**config.mk**
```make
export PLATFORM = sky130hd
export DESIGN_NAME = regfile_wb_arbiter
export DESIGN_NICKNAME = d
export VERILOG_FILES = /design/src/rtl/regfile_wb_arbiter_pkg.sv /design/src/rtl/regfile_wb_arbiter_wb_fifo2.sv /design/src/rtl/regfile_wb_arbiter.sv
export SDC_FILE = /design/constraint.sdc
export NUM_CORES = 1
export LEC_CHECK = 0
export ABC_AREA = 1
export BUFFER_PORTS_ARGS = -buffer_cell sky130_fd_sc_hd__buf_2
export CORE_UTILIZATION = 30
export DETAILED_ROUTE_END_ITERATION = 6
export GPL_ROUTABILITY_DRIVEN = 0
export HOLD_SLACK_MARGIN = 0.05
export PLACE_DENSITY = 0.58
export SYNTH_ARGS = -nofsm -noshare
export SYNTH_HDL_FRONTEND = slang
export SYNTH_SLANG_ARGS = --single-unit
```
**constraint.sdc**
```tcl
create_clock -name clk -period 2.6 [get_ports clk]
set_clock_uncertainty 0.05 [all_clocks]
set_input_delay 0.39 -clock clk [delete_from_list [all_inputs] [get_ports clk]]
set_output_delay 0.39 -clock clk [all_outputs]
set_load 0.02 [all_outputs]
```
**src/rtl/regfile_wb_arbiter_pkg.sv**
```systemverilog
// Shared types and constants for the register-file writeback arbiter.
package regfile_wb_arbiter_pkg;

  localparam int unsigned RF_AW            = 5;
  localparam int unsigned RF_DW            = 32;
  localparam int unsigned STARVE_LIMIT_DEF = 4;
  // Wide enough for the largest legal starvation limit (15).
  localparam int unsigned CNT_W            = 4;

  typedef enum logic [1:0] {
    ST_IDLE  = 2'd0,
    ST_WAIT  = 2'd1,
    ST_FORCE = 2'd2
  } arb_state_t;

  typedef struct packed {
    logic [RF_AW-1:0] wa;
    logic [RF_DW-1:0] wd;
  } wb_entry_t;

endpackage

```
**src/rtl/regfile_wb_arbiter_wb_fifo2.sv**
```systemverilog
// Two-entry FIFO buffering multicycle-unit writebacks.
module wb_fifo2
  import regfile_wb_arbiter_pkg::*;
(
  input  logic      clk,
  input  logic      rst_n,
  input  logic      push,
  input  wb_entry_t din,
  input  logic      pop,
  output wb_entry_t dout,
  output logic      full,
  output logic      empty
);

  wb_entry_t  mem [2];
  logic       wr_ptr;
  logic       rd_ptr;
  logic [1:0] count;
  logic       do_push;
  logic       do_pop;

  // A push into a full FIFO is refused even when a pop frees a slot that edge.
  assign do_push = push && !full;
  assign do_pop  = pop && !empty;
  assign full    = (count == 2'd2);
  assign empty   = (count == 2'd0);
  assign dout    = mem[rd_ptr];

  // Pointer and occupancy bookkeeping; reset discards any buffered entries.
  always_ff @(posedge clk or negedge rst_n) begin
    if (!rst_n) begin
      wr_ptr <= 1'b0;
      rd_ptr <= 1'b0;
      count  <= '0;
    end else begin
      if (do_push) wr_ptr <= ~wr_ptr;
      if (do_pop)  rd_ptr <= ~rd_ptr;
      case ({do_push, do_pop})
        2'b10:   count <= count + 2'd1;
        2'b01:   count <= count - 2'd1;
        default: count <= count;
      endcase
    end
  end

  // Entry storage needs no reset; occupancy alone marks validity.
  always_ff @(posedge clk) begin
    if (do_push) mem[wr_ptr] <= din;
  end

endmodule

```
**src/rtl/regfile_wb_arbiter.sv**
```systemverilog
// Arbitrates the register-file write port between the pipeline (A) and a
// buffered multicycle unit (B), with a busy scoreboard and anti-starvation stall.
module regfile_wb_arbiter
  import regfile_wb_arbiter_pkg::*;
#(
  parameter int unsigned STARVE_LIMIT = STARVE_LIMIT_DEF
) (
  input  logic             clk,
  input  logic             rst_n,
  input  logic             a_we,
  input  logic [RF_AW-1:0] a_wa,
  input  logic [RF_DW-1:0] a_wd,
  input  logic             b_valid,
  input  logic [RF_AW-1:0] b_wa,
  input  logic [RF_DW-1:0] b_wd,
  output logic             b_ready,
  input  logic             b_issue,
  input  logic [RF_AW-1:0] b_issue_wa,
  input  logic [RF_AW-1:0] ra1,
  input  logic [RF_AW-1:0] ra2,
  output logic             haz1,
  output logic             haz2,
  output logic             stall_pipe,
  output logic             rf_we,
  output logic [RF_AW-1:0] rf_wa,
  output logic [RF_DW-1:0] rf_wd
);

  localparam logic [CNT_W-1:0] CNT_MAX = CNT_W'(STARVE_LIMIT - 1);

  arb_state_t       state, state_nx;
  logic [CNT_W-1:0] cnt, cnt_nx;
  logic [31:0]      busy, busy_nx;
  wb_entry_t        head;
  logic             full, empty;
  logic             push, pop, a_sel;
  logic             drains_empty;

  wb_fifo2 u_fifo (
    .clk   (clk),
    .rst_n (rst_n),
    .push  (push),
    .din   ('{wa: b_wa, wd: b_wd}),
    .pop   (pop),
    .dout  (head),
    .full  (full),
    .empty (empty)
  );

  assign b_ready = !full;
  assign push    = b_valid && !full;
  assign a_sel   = a_we && (a_wa != '0) && !stall_pipe;
  // A pop on a non-full FIFO leaves it empty unless a push lands the same edge.
  assign drains_empty = !full && !push;

  // Write-port mux: pipeline first, otherwise drain the FIFO head.
  always_comb begin
    rf_we = 1'b0;
    rf_wa = '0;
    rf_wd = '0;
    pop   = 1'b0;
    if (a_sel) begin
      rf_we = 1'b1;
      rf_wa = a_wa;
      rf_wd = a_wd;
    end else if (!empty) begin
      pop = 1'b1;
      if (head.wa != '0) begin
        rf_we = 1'b1;
        rf_wa = head.wa;
        rf_wd = head.wd;
      end
    end
  end

  // Starvation FSM next state and wait counter.
  always_comb begin
    state_nx = state;
    cnt_nx   = cnt;
    case (state)
      ST_IDLE: begin
        cnt_nx = '0;
        if (push) state_nx = ST_WAIT;
      end
      ST_WAIT: begin
        if (pop) begin
          cnt_nx = '0;
          if (drains_empty) state_nx = ST_IDLE;
        end else if (cnt == CNT_MAX) begin
          cnt_nx   = '0;
          state_nx = ST_FORCE;
        end else begin
          cnt_nx = cnt + 1'b1;
        end
      end
      ST_FORCE: begin
        cnt_nx   = '0;
        state_nx = drains_empty ? ST_IDLE : ST_WAIT;
      end
      default: begin
        cnt_nx   = '0;
        state_nx = ST_IDLE;
      end
    endcase
  end

  // Scoreboard update: a same-cycle issue to the popped address keeps it busy.
  always_comb begin
    busy_nx = busy;
    if (pop && (head.wa != '0)) busy_nx[head.wa] = 1'b0;
    if (b_issue && (b_issue_wa != '0)) busy_nx[b_issue_wa] = 1'b1;
  end

  // State, counter, stall flag and scoreboard registers.
  always_ff @(posedge clk or negedge rst_n) begin
    if (!rst_n) begin
      state      <= ST_IDLE;
      cnt        <= '0;
      stall_pipe <= 1'b0;
      busy       <= '0;
    end else begin
      state      <= state_nx;
      cnt        <= cnt_nx;
      stall_pipe <= (state_nx == ST_FORCE);
      busy       <= busy_nx;
    end
  end

  assign haz1 = busy[ra1] && (ra1 != '0);
  assign haz2 = busy[ra2] && (ra2 != '0);

endmodule

```
Word level (Yosys, flattened, before mapping). Memories as Yosys holds them, arrays and structs flattened. Index checks and enable logic that the tools add are counted.

Logic and storage cells: 86. Bits in registers: 43. Bits in read-only memories: 0. Memories kept: 1. RAM bits: 74. Input bits: 94. Latch bits: 0.

Memories: u_fifo.mem (words 2, bits a word 37, read ports 1, clocked after Yosys merged registers in 0, write ports 1, RTL line regfile_wb_arbiter_wb_fifo2.sv:15) `wb_entry_t mem [2];`.

$lt $le $gt $ge: 6. Reductions and logical operators: 24. Div/mod/pow operators: 0. Add/sub/neg operators: 3. Bitwise gates (word level): 5. Multipliers: 0. Mux-type cells: 33. Equality and inequality tests: 7. Shift-type cells: 0.

Operators by type and width (number): two-way mux 32 bit (5); AND 32 bit (1); inverter 32 bit (1); OR 32 bit (1); nonzero test 5 bit (5); < comparator 5 x 6 -> 1 bit, second input constant (4); two-way mux 5 bit (3); logical AND 1 bit (12); two-way mux 1 bit (12); two-way mux 4 bit (3); binary-select mux 1 bit (select 5 bit) (2); demux 1 bit (select 5 bit) (2); greater-or-equal comparator 5 x 1 -> 1 bit, second input constant (2); == test 2 bit, second input constant (4); two-way mux 2 bit (4); one-hot mux 2 bit (3 select lines) (1); adder 4 x 1 -> 4 bit, second input constant (1); == test 2 x 1 -> 1 bit, second input constant (2); == test 4 x 2 -> 1 bit, second input constant (1); logical NOT 1 bit (4); logical NOT 2 bit (2); one-hot mux 2 bit (2 select lines) (1); adder 2 x 1 -> 2 bit, second input constant (1); inverter 1 bit (2); 2 further kinds (2).

Longest topological paths before layout. Gate-level depths: netlist of run 1. An unclocked memory read counts as a cell.

Depth after elaboration: 10. Mapped depth: 12.

By module. Synthesis of run 1 repeated with hierarchy kept, for this count alone.

Cell total of the unflattened synthesis: 810. Area, all modules: 6211.0 um^2.

Modules (own cells, without submodules): regfile_wb_arbiter (area each 3271.9 um^2, cells each 584, times used 1); wb_fifo2 (area each 2939.1 um^2, cells each 226, times used 1).

Worst setup path after synthesis of run 1. OpenSTA, ideal clock, no wires.

Path type: register -> register. From: register u_fifo.count[0]. To: memory u_fifo.mem[1][0] (netlist name), enable pin. Setup slack: -278 ps. Cell stages (with the launch flop): 5. Data arrival time: 2395 ps. Required time: 2117 ps. Path buffers: 0. Period minus slack after synthesis: 2878 ps. Cells stage by stage: dfrtp_1 > inv_1 > nand2_1 > nand2_1 > nor2_1.

Cells in the longest elaborated chain, start to end: 6.

Ends and longest elaborated chain: start, declared (RTL line regfile_wb_arbiter_wb_fifo2.sv:18) `logic [1:0] count;`; start signal, assigned (RTL line regfile_wb_arbiter_wb_fifo2.sv:39) `2'b10: count <= count + 2'd1;`; start signal, assigned (RTL line regfile_wb_arbiter_wb_fifo2.sv:40) `2'b01: count <= count - 2'd1;`; start signal, assigned (RTL line regfile_wb_arbiter_wb_fifo2.sv:41) `default: count <= count;`; == test 2 bit * (RTL line regfile_wb_arbiter_wb_fifo2.sv:25) `assign full = (count == 2'd2);`; logical NOT 1 bit *; net b_ready (RTL line regfile_wb_arbiter.sv:16) `output logic b_ready,`; logical AND 1 bit (RTL line regfile_wb_arbiter.sv:51) `assign push = b_valid && !full;`; logical AND 1 bit * (RTL line regfile_wb_arbiter_wb_fifo2.sv:23) `assign do_push = push && !full;`; two-way mux 1 bit * (RTL line regfile_wb_arbiter_wb_fifo2.sv:48) `if (do_push) mem[wr_ptr] <= din;`; two-way mux 1 bit (not written as such) * (RTL line regfile_wb_arbiter_wb_fifo2.sv:48); end, declared (RTL line regfile_wb_arbiter_wb_fifo2.sv:15).

The timed path passes the listed nets; every way through them passes the cells marked *.

Worst setup path in the final report of run 1.
From: register u_fifo.rd_ptr. To: output rf_wd[3].

Cells in the longest elaborated chain, start to end: 5.

Ends and longest elaborated chain: start, declared (RTL line regfile_wb_arbiter_wb_fifo2.sv:17) `logic rd_ptr;`; start signal, assigned (RTL line regfile_wb_arbiter_wb_fifo2.sv:37) `if (do_pop) rd_ptr <= ~rd_ptr;`; memory read (2 x 37 bit) *; nonzero test 5 bit (RTL line regfile_wb_arbiter.sv:68) `if (head.wa != '0) begin`; two-way mux 32 bit * (RTL line regfile_wb_arbiter.sv:68); two-way mux 32 bit * (RTL line regfile_wb_arbiter.sv:66) `end else if (!empty) begin`; two-way mux 32 bit * (RTL line regfile_wb_arbiter.sv:62) `if (a_sel) begin`; end, declared (RTL line regfile_wb_arbiter.sv:26) `output logic [RF_DW-1:0] rf_wd`.

Every way passes the cells marked *; elsewhere a longest branch is shown, timed or not.

==> impl_metrics.yaml, run 1 <==
layout:
  multi_input_area_sq_um: 2262
  areaGrowthSynthToFinish_pct: 29.01
  drive_gt1_frac: 0.2485
  seq_area_sq_um: 3299
  layout_commonest_cell: "nand2_1"
  final_cell_mix: "163 x nand2_1, 135 x buf_2, 104 x nand3_1"
  nets: 904
  nFillCells: 1998
floorplanning:
  die_w_um: 142.6
  initial_core_util: 0.3057
  dieArea_sq_um: 20330
  boundaryPins: 136
  core_area_sq_um: 19400
  rows: 51
  die_y_um: 142.6
critical_path:
  critical-path-max-stage-delay_ns: 0.46
  critical_path_required_ns: 2.16
  cp.arrival_ns: 2.02
  start_kind: "flop"
  crit_path_end_kind: "output port"
  critical_path.startpoint: "u_fifo.rd_ptr$_DFFE_PN0P_"
  critPathTopFamily: "simple AND/OR/NAND/NOR gates"
  worstPathMaxFanout: 12
  worstPathCellList: "inv_4, nand2_1, o21ai_4, nor2_2, nand3_2, nand2_8, buf_4, o21ai_1, buf_2"
  crit_buf_inv: 3
  slowest_stage: "dfrtp_2"
  critPathKind: "reg2out"
  r2r-start: "stall_pipe$_DFF_PN0_"
yosys:
  synth_nets: 752
  synth-async-reset-ratio: 0.3675
  yosys-top-cells-area: "edfxtp_1 37%, dfrtp_1 18%, nand2_1 10%"
  synth_cell_type_count: 32
  yosysSeqAreaShare: 0.5562
  synth_edf_count: 74
  synth_top_cell_by_area: "edfxtp_1"
  syn_area_sq_um: 5929
  synthFlopType: "edfxtp_1"
  synthCells: 656
  yosys_warnings: 0
  syn_area_per_cell_sq_um: 9.039
  synth-seq-cells: 117
  synth_top_area_frac: 0.3748
power:
  total_power_mw: 8.151
  power-per-cell-area_nw_per_um2: 1066
  ir_drop_mv: 0.4070
  netSwitchingFraction: 0.3677
  switchingPower_mw: 2.997
  seq_power_share: 0.350
  cellLeakagePower_nw: 3.520
  clkPwrFrac: 0.296
  power_frac_comb: 0.354
  p_int_mw: 5.154
detailed_routing:
  vias: 5037
  drtPass1Iterations: 5
  postRouteAntennaNets: 0
  avgRoutedWirePerCell_um: 14.56
  wirelength_um: 15840
  drt_iter0_drc: 233
  vias_per_cell: 4.630
  drc: 0
timing:
  max_freq_ghz: 0.4063
  finalCriticalPeriod_ns: 2.461
  slew_headroom: 0.4408
  post-route-period-util: 0.9466
  tns_ns: 0
  worst_pin_slew_ns: 0.8324
  worst_slack_ns: 0.1389
  hold_viol_final: 0
  drv_slew: 0
  setup_viol: 0
  fin_hold_ws_ns: 0.1097
placed_design:
  dp_slack_ns: 0.2387
  io_buffers: 135
  dp_hpwl_um: 11710
run:
  drv_cap: 0
global_routing:
  grt_antenna_before_repair: 3
  grt_max_degree: 39
  track_usage: 0.1640
  grt_pass1_vias: 4866
  grt_pass1_wl_um: 25030
  grt_overflow: 0
clock_network:
  cts-root-buf: "clkbuf_16"
  cts_tree: "built"
  clock_latency_ns: 0.41
  path_clk_slew_ns: 0.06
  cts_buffer_depth: 2
  cts_buffers: 17
  cts.sinks: 117
  h-tree-depth: 4
hold_path:
  hold_path.class: "in2reg"
  min-delay-start: "b_wd[21]"
outcome:
  status: "finished clean"
-- repair_timing --
item                       CTS  global route
hold endpoints to repair    21             0
resized for setup            2             8
pin swaps                    0             1
buffers inserted             0             4
hold buffers                 1             0
setup endpoints to repair   18            18
-- metal layers --
layer,GRT usage,routed length (um)
met1,0.1912,6696
met2,0.2768,7753
met3,0.05047,1010
met4,0.07244,370
met5,0,8
-- through the flow --
step | cells | util | area [sq um]
6_report | 1088 | 0.3944 | 7650
2_1_floorplan | 656 | - | 5934
3_5_place_dp | 1049 | 0.3578 | 6942
3_3_place_gp | 1049 | 0.3578 | 6942
4_1_cts | 1082 | 0.3905 | 7576
5_1_grt | 1087 | 0.3942 | 7647
-- cells in the mapped netlist, types with 3 or more instances --
master,instances
nor2_2,3
o21ai_0,37
o22ai_1,3
o21ai_2,3
dfrtp_1,43
clkbuf_1,9
buf_2,9
nor3_1,9
nand2_1,165
mux2i_1,32
xnor2_1,3
inv_1,70
o21ai_1,32
nor2_1,30
buf_6,4
edfxtp_1,74
nand3_1,104
clkinv_1,4
-- logic make-up after synthesis --
| logic type | count (synthesis) | synth area share |
|---|---|---|
| AO/OA/AOI/OAI | 80 | 0.07090 |
| XOR/XNOR | 5 | 0.007387 |
| adder cells (fa/ha/maj) | 2 | 0.004220 |
| buffers and inverters | 101 | 0.07259 |
| flip-flops | 117 | 0.5562 |
| multiplexers | 32 | 0.05402 |
| AND/OR/NAND/NOR | 319 | 0.2346 |
-- cell type report --
class                      instances  share of cell area
tap                              265             0.04334
timing repair buffer             157              0.1102
inverter                          77             0.03844
sequential                       117              0.4313
clock inverter                    14             0.02421
antenna                            2           0.0006542
clock buffer                      18             0.05610
multi-input combinational        438              0.2957
-- registers in the layout, indices dropped and copies added (netlist names) --
name and flops:
cnt 4, u_fifo.mem 74, busy 32, u_fifo.rd_ptr 1, stall_pipe 1, u_fifo.count 2
state 2, u_fifo.wr_ptr 1
-- power groups by stage --
stage,Sequential [mW],Clock (mW),Combinational (mW)
final,2.85,2.41,2.89
after global routing,2.92,2.53,3.21
after CTS,2.85,2.45,2.84
after detailed placement,2.89,0,2.81
after global placement,2.87,0,2.80
after floorplan,2.80,0,1.98
-- final timing paths --
path | to | slack, ns | cells past startpoint
min in group asynchronous | busy[5]$_DFF_PN0_ | 0.47 | 2
max | rf_wd[3] | 0.14 | 9
max in group asynchronous | busy[13]$_DFF_PN0_ | 1.37 | 3
min | u_fifo.mem[0][21]$_DFFE_PP_ | 0.11 | 1
min reg2reg | busy[0]$_DFF_PN0_ | 0.34 | 0
max reg2reg | u_fifo.count[1]$_DFFE_PN0P_ | 0.56 | 9
Note: power is estimated with default switching activity, not from simulation.
==> run 2: changes to the inputs <==
Settings changed: PLACE_DENSITY 0.58 to unset.
==> impl_metrics.yaml, run 2 (synthesis results as in run 1) <==
clock_network:
  cts.sinks: 117
  h-tree-depth: 4
  cts_buffer_depth: 2
  cts_buffers: 17
  cts_tree: "built"
  clock_latency_ns: 0.41
  cts-root-buf: "clkbuf_16"
  path_clk_slew_ns: 0.06
floorplanning:
  die_w_um: 142.6
  die_y_um: 142.6
  rows: 51
  dieArea_sq_um: 20330
  initial_core_util: 0.3057
  core_area_sq_um: 19400
  boundaryPins: 136
timing:
  worst_slack_ns: 0.1748
  drv_slew: 0
  hold_viol_final: 0
  tns_ns: 0
  finalCriticalPeriod_ns: 2.425
  rsz0062_at_grt: "no"
  slew_headroom: 0.6530
  max_freq_ghz: 0.4123
  worst_pin_slew_ns: 0.5166
  post-route-period-util: 0.9328
  setup_viol: 0
layout:
  final_cell_mix: "165 x nand2_1, 135 x buf_2, 104 x nand3_1"
  areaGrowthSynthToFinish_pct: 27.18
  nFillCells: 1992
  largest_reg_flops: 74
  drive_gt1_frac: 0.2451
  layout_commonest_cell: "nand2_1"
  nets: 899
  largest-register: "u_fifo.mem"
  stdcell_area_sq_um: 7541
  reg_top3: "u_fifo.mem x74, busy x32, cnt x4"
  final_cells: 1082
critical_path:
  worstPathMaxFanout: 32
  crit_buf_inv: 3
  critical_path_required_ns: 2.16
  r2r-start: "u_fifo.rd_ptr$_DFFE_PN0P_"
  cp.arrival_ns: 1.99
  worstPathCellList: "inv_2, nand2_1, nand2_1, nor2_2, nand3_2, nand2_2, buf_12, o21ai_0, buf_2"
  critical_path.startpoint: "u_fifo.rd_ptr$_DFFE_PN0P_"
  critPathKind: "reg2out"
  crit_path_end_kind: "output port"
  slowest_stage: "dfrtp_2"
  critPathTopFamily: "simple AND/OR/NAND/NOR gates"
  start_kind: "flop"
  critical-path-max-stage-delay_ns: 0.43
  cp_common_cell: "nand2_1"
placed_design:
  io_buffers: 135
  dp_hpwl_um: 11570
  placedCellCount: 1047
  dpl-instance-area_sq_um: 6939
  dp_slack_ns: 0.2056
power:
  p_int_mw: 4.878
  power-per-cell-area_nw_per_um2: 1043
  power_frac_comb: 0.353
  total_power_mw: 7.867
  netSwitchingFraction: 0.3800
  cellLeakagePower_nw: 3.484
  ir_drop_mv: 0.4748
  seq_power_share: 0.365
  clkPwrFrac: 0.283
  switchingPower_mw: 2.989
detailed_routing:
  postRouteAntennaNets: 0
  vias: 5035
  avgRoutedWirePerCell_um: 14.26
  wirelength_um: 15430
  drt_iter0_drc: 279
  drtPass1Iterations: 5
  vias_per_cell: 4.653
  drc: 0
global_routing:
  grt_pass1_wl_um: 24720
  grt_max_degree: 35
  track_usage: 0.1612
  grt_pass1_vias: 4783
  grt_antenna_before_repair: 3
  grt_overflow: 0
outcome:
  status: "finished clean"
hold_path:
  hold_path.class: "in2reg"
  min-delay-start: "b_wd[0]"
run:
  drv_cap: 0
## run 2: cell types whose count changed in the layout (fill, tap and decap cells not counted), moves of 2 or more
| cell | previous run | this run |
|---|---|---|
| nand2_1 | 163 | 165 |
| clkinv_1 | 7 | 4 |
| inv_6 | 0 | 7 |
| nor2_4 | 4 | 2 |
| clkinv_4 | 3 | 1 |
| o21ai_4 | 2 | 0 |
| o21ai_2 | 1 | 3 |
| bufinv_16 | 4 | 1 |
| buf_4 | 21 | 14 |
| buf_12 | 0 | 2 |
## run 2: path summary, 6_finish.rpt
path,slack (ns),cells after the start,end
setup / recovery,0.17,9,rf_wd[31]
hold / removal,0.11,1,u_fifo.mem[0][0]$_DFFE_PP_
setup reg to reg,0.76,8,busy[10]$_DFF_PN0_
hold reg to reg,0.32,0,busy[0]$_DFF_PN0_
max in group asynchronous,1.40,3,busy[5]$_DFF_PN0_
min in group asynchronous,0.41,2,busy[2]$_DFF_PN0_
## run 2: power by group through the flow
| stage | clock network, mW | registers [mW] | logic, mW |
|---|---|---|---|
| floorplan | 0 | 2.80 | 1.98 |
| global placement | 0 | 2.90 | 2.74 |
| detailed placement | 0 | 2.91 | 2.77 |
| CTS | 2.27 | 2.88 | 2.78 |
| global route | 2.36 | 2.92 | 3.12 |
| finish | 2.22 | 2.87 | 2.78 |
## run 2: through the flow
stage | hold slack, ns | util
3_3_place_gp | 0.3036 | 0.3577
2_1_floorplan | 0.04441 | -
6_report | 0.1125 | 0.3887
4_1_cts | 0.08816 | 0.3878
3_5_place_dp | 0.2942 | 0.3577
5_1_grt | 0.08875 | 0.3886
## run 2: what timing repair did
| action | 4_1_cts | 5_1_grt |
|---|---|---|
| buffers inserted | 0 | 1 |
| endpoints found under the hold margin | 16 | 0 |
| hold buffers | 1 | 0 |
| pin swaps | 0 | 0 |
| resized for setup | 1 | 2 |
| setup endpoints to repair | 32 | 32 |
## run 2: area by class of cell
type | instances | area, sq um | share of cell area
Antenna cell | 1 | 2.502 | 0.0003318
Clock buffer | 17 | 425.4 | 0.05641
Inverter | 77 | 291.5 | 0.03866
Clock inverter | 15 | 143.9 | 0.01908
Tap cell | 265 | 331.6 | 0.04397
Sequential cell | 117 | 3299 | 0.4375
Multi-Input combinational cell | 438 | 2216 | 0.2938
Timing Repair Buffer | 152 | 830.8 | 0.1102
## run 2: per-layer routing
layer,up-vias,GRT usage,wire length [um]
met5,-,0,13
met4,2,0.06565,217
met3,23,0.05013,1119
met2,171,0.2603,7381
met1,2324,0.1995,6698
li1,2515,-,-
==> run 3: changes to the inputs <==
Settings changed: SETUP_SLACK_MARGIN set to 0.02, SLEW_MARGIN set to 40.
Clock period 2.6 ns to 3 ns, I/O delays scaled along.
==> impl_metrics.yaml, run 3 (synthesis results as in run 1) <==
floorplanning:
  boundaryPins: 136
  core_area_sq_um: 19400
  die_y_um: 142.6
  die_w_um: 142.6
  initial_core_util: 0.3057
  dieArea_sq_um: 20330
  rows: 51
global_routing:
  track_usage: 0.1582
  grt_overflow: 0
  grt_pass1_vias: 4579
  grt_max_degree: 38
  grt_antenna_before_repair: 1
  grt_pass1_wl_um: 24160
critical_path:
  worstPathMaxFanout: 32
  critPathKind: "reg2out"
  critical_path_required_ns: 2.50
  cp.arrival_ns: 2.28
  crit_path_end_kind: "output port"
  start_kind: "flop"
detailed_routing:
  drt_iter0_drc: 287
  drtPass1Iterations: 5
  vias_per_cell: 4.596
  avgRoutedWirePerCell_um: 14.30
  postRouteAntennaNets: 0
  vias: 4941
  wirelength_um: 15380
  drc: 0
clock_network:
  cts_buffer_depth: 2
  clock_latency_ns: 0.41
  path_clk_slew_ns: 0.05
  cts.sinks: 117
  post-cts-setup-buffers: 0
  cts_buffers: 17
  h-tree-depth: 4
  cts-root-buf: "clkbuf_16"
  cts_tree: "built"
layout:
  drive_gt1_frac: 0.2373
  reg_top3: "u_fifo.mem x74, busy x32, cnt x4"
  layout_commonest_cell: "nand2_1"
  areaGrowthSynthToFinish_pct: 26.40
  largest-register: "u_fifo.mem"
  largest_reg_flops: 74
  stdcell_area_sq_um: 7495
  nets: 892
  final_cell_mix: "165 x nand2_1, 135 x buf_2, 104 x nand3_1"
timing:
  max_freq_ghz: 0.3592
  slew_headroom: 0.5426
  setup_viol: 0
  rsz0062_at_grt: "no"
  drv_slew: 0
  finalCriticalPeriod_ns: 2.784
  post-route-period-util: 0.9279
  hold_viol_final: 0
  tns_ns: 0
  worst_pin_slew_ns: 0.6862
placed_design:
  dpl-instance-area_sq_um: 6887
  io_buffers: 135
  dp_hpwl_um: 11180
run:
  drv_cap: 0
power:
  cellLeakagePower_nw: 3.449
  power-per-cell-area_nw_per_um2: 912.4
  ir_drop_mv: 0.3990
outcome:
  status: "finished clean"
hold_path:
  hold_path.class: "in2reg"
==> run 3: changes by cell type in the layout (fill, tap and decap cells not counted), sizes merged <==
cell and delta:
inv -7, clkbuf +2, bufinv +2, clkinvlp +1, buf -7, clkinv +2
==> run 3: area by class of cell <==
type,count,area [sq um]
fill,2007,11900
sequential,117,3299
multi-input combinational,438,2226
timing repair buffer,145,753.2
clock buffer,19,432.9
tap,265,331.6
inverter,77,291.5
clock inverter,13,157.7
antenna,1,2.502
==> run 3: where the power goes <==
part	internal [mW]	switching [mW]	leakage (nW)	total (mW)
combinational	0.765	1.58	1.96	2.34
clock	1.30	0.707	0.279	2.01
sequential	2.25	0.239	1.21	2.49
==> run 3: final timing paths <==
check	to	depth (start not counted)	slack, ns	start
worst max-delay path	rf_wd[31]	7	0.22	u_fifo.rd_ptr$_DFFE_PN0P_
worst min-delay path	u_fifo.mem[0][10]$_DFFE_PP_	1	0.18	b_wd[10]
worst max register to register	busy[14]$_DFF_PN0_	8	1.08	u_fifo.rd_ptr$_DFFE_PN0P_
worst min register to register	busy[0]$_DFF_PN0_	0	0.33	busy[0]$_DFF_PN0_
max in group asynchronous	busy[14]$_DFF_PN0_	3	1.66	rst_n
min in group asynchronous	cnt[3]$_DFF_PN0_	2	0.57	rst_n
==> run 3: layer usage <==
metal  vias up  global-route usage  share of wire
li1       2496                   -              -
met1      2273              0.2067           0.46
met2       153              0.2546           0.46
met3        17             0.04408          0.060
met4         2             0.04584          0.011
met5         -                   0         0.0011
==> run 3: what timing repair did <==
item / in CTS / in global routing
hold buffers: 1 / 0
gates resized for setup: 1 / 0
endpoints found under the hold margin: 28 / 0
endpoints found under the setup margin: 32 / 0
==> run 3: worst max-delay path, cell delays in order (launching register included) <==
cell	delay (ns)
dfrtp_2	0.47
buf_4	0.33
nand2_1	0.11
o21ai_2	0.16
nand3_2	0.17
nand2_4	0.31
o21ai_0	0.12
buf_2	0.17
==> run 3: stage by stage <==
stage                     power, mW  hold WS [ns]  utilization  setup WS (ns)  std cells
after floorplan               4.138        0.1044            -         0.1222        656
after global placement        4.843        0.3158       0.3547         0.2852       1041
after detailed placement      4.866        0.3194       0.3550         0.1871       1041
after CTS                     6.908        0.1523       0.3862         0.1444       1074
after global routing          7.278        0.1570       0.3862        0.03130       1074
final                         6.838        0.1767       0.3864         0.2162       1075
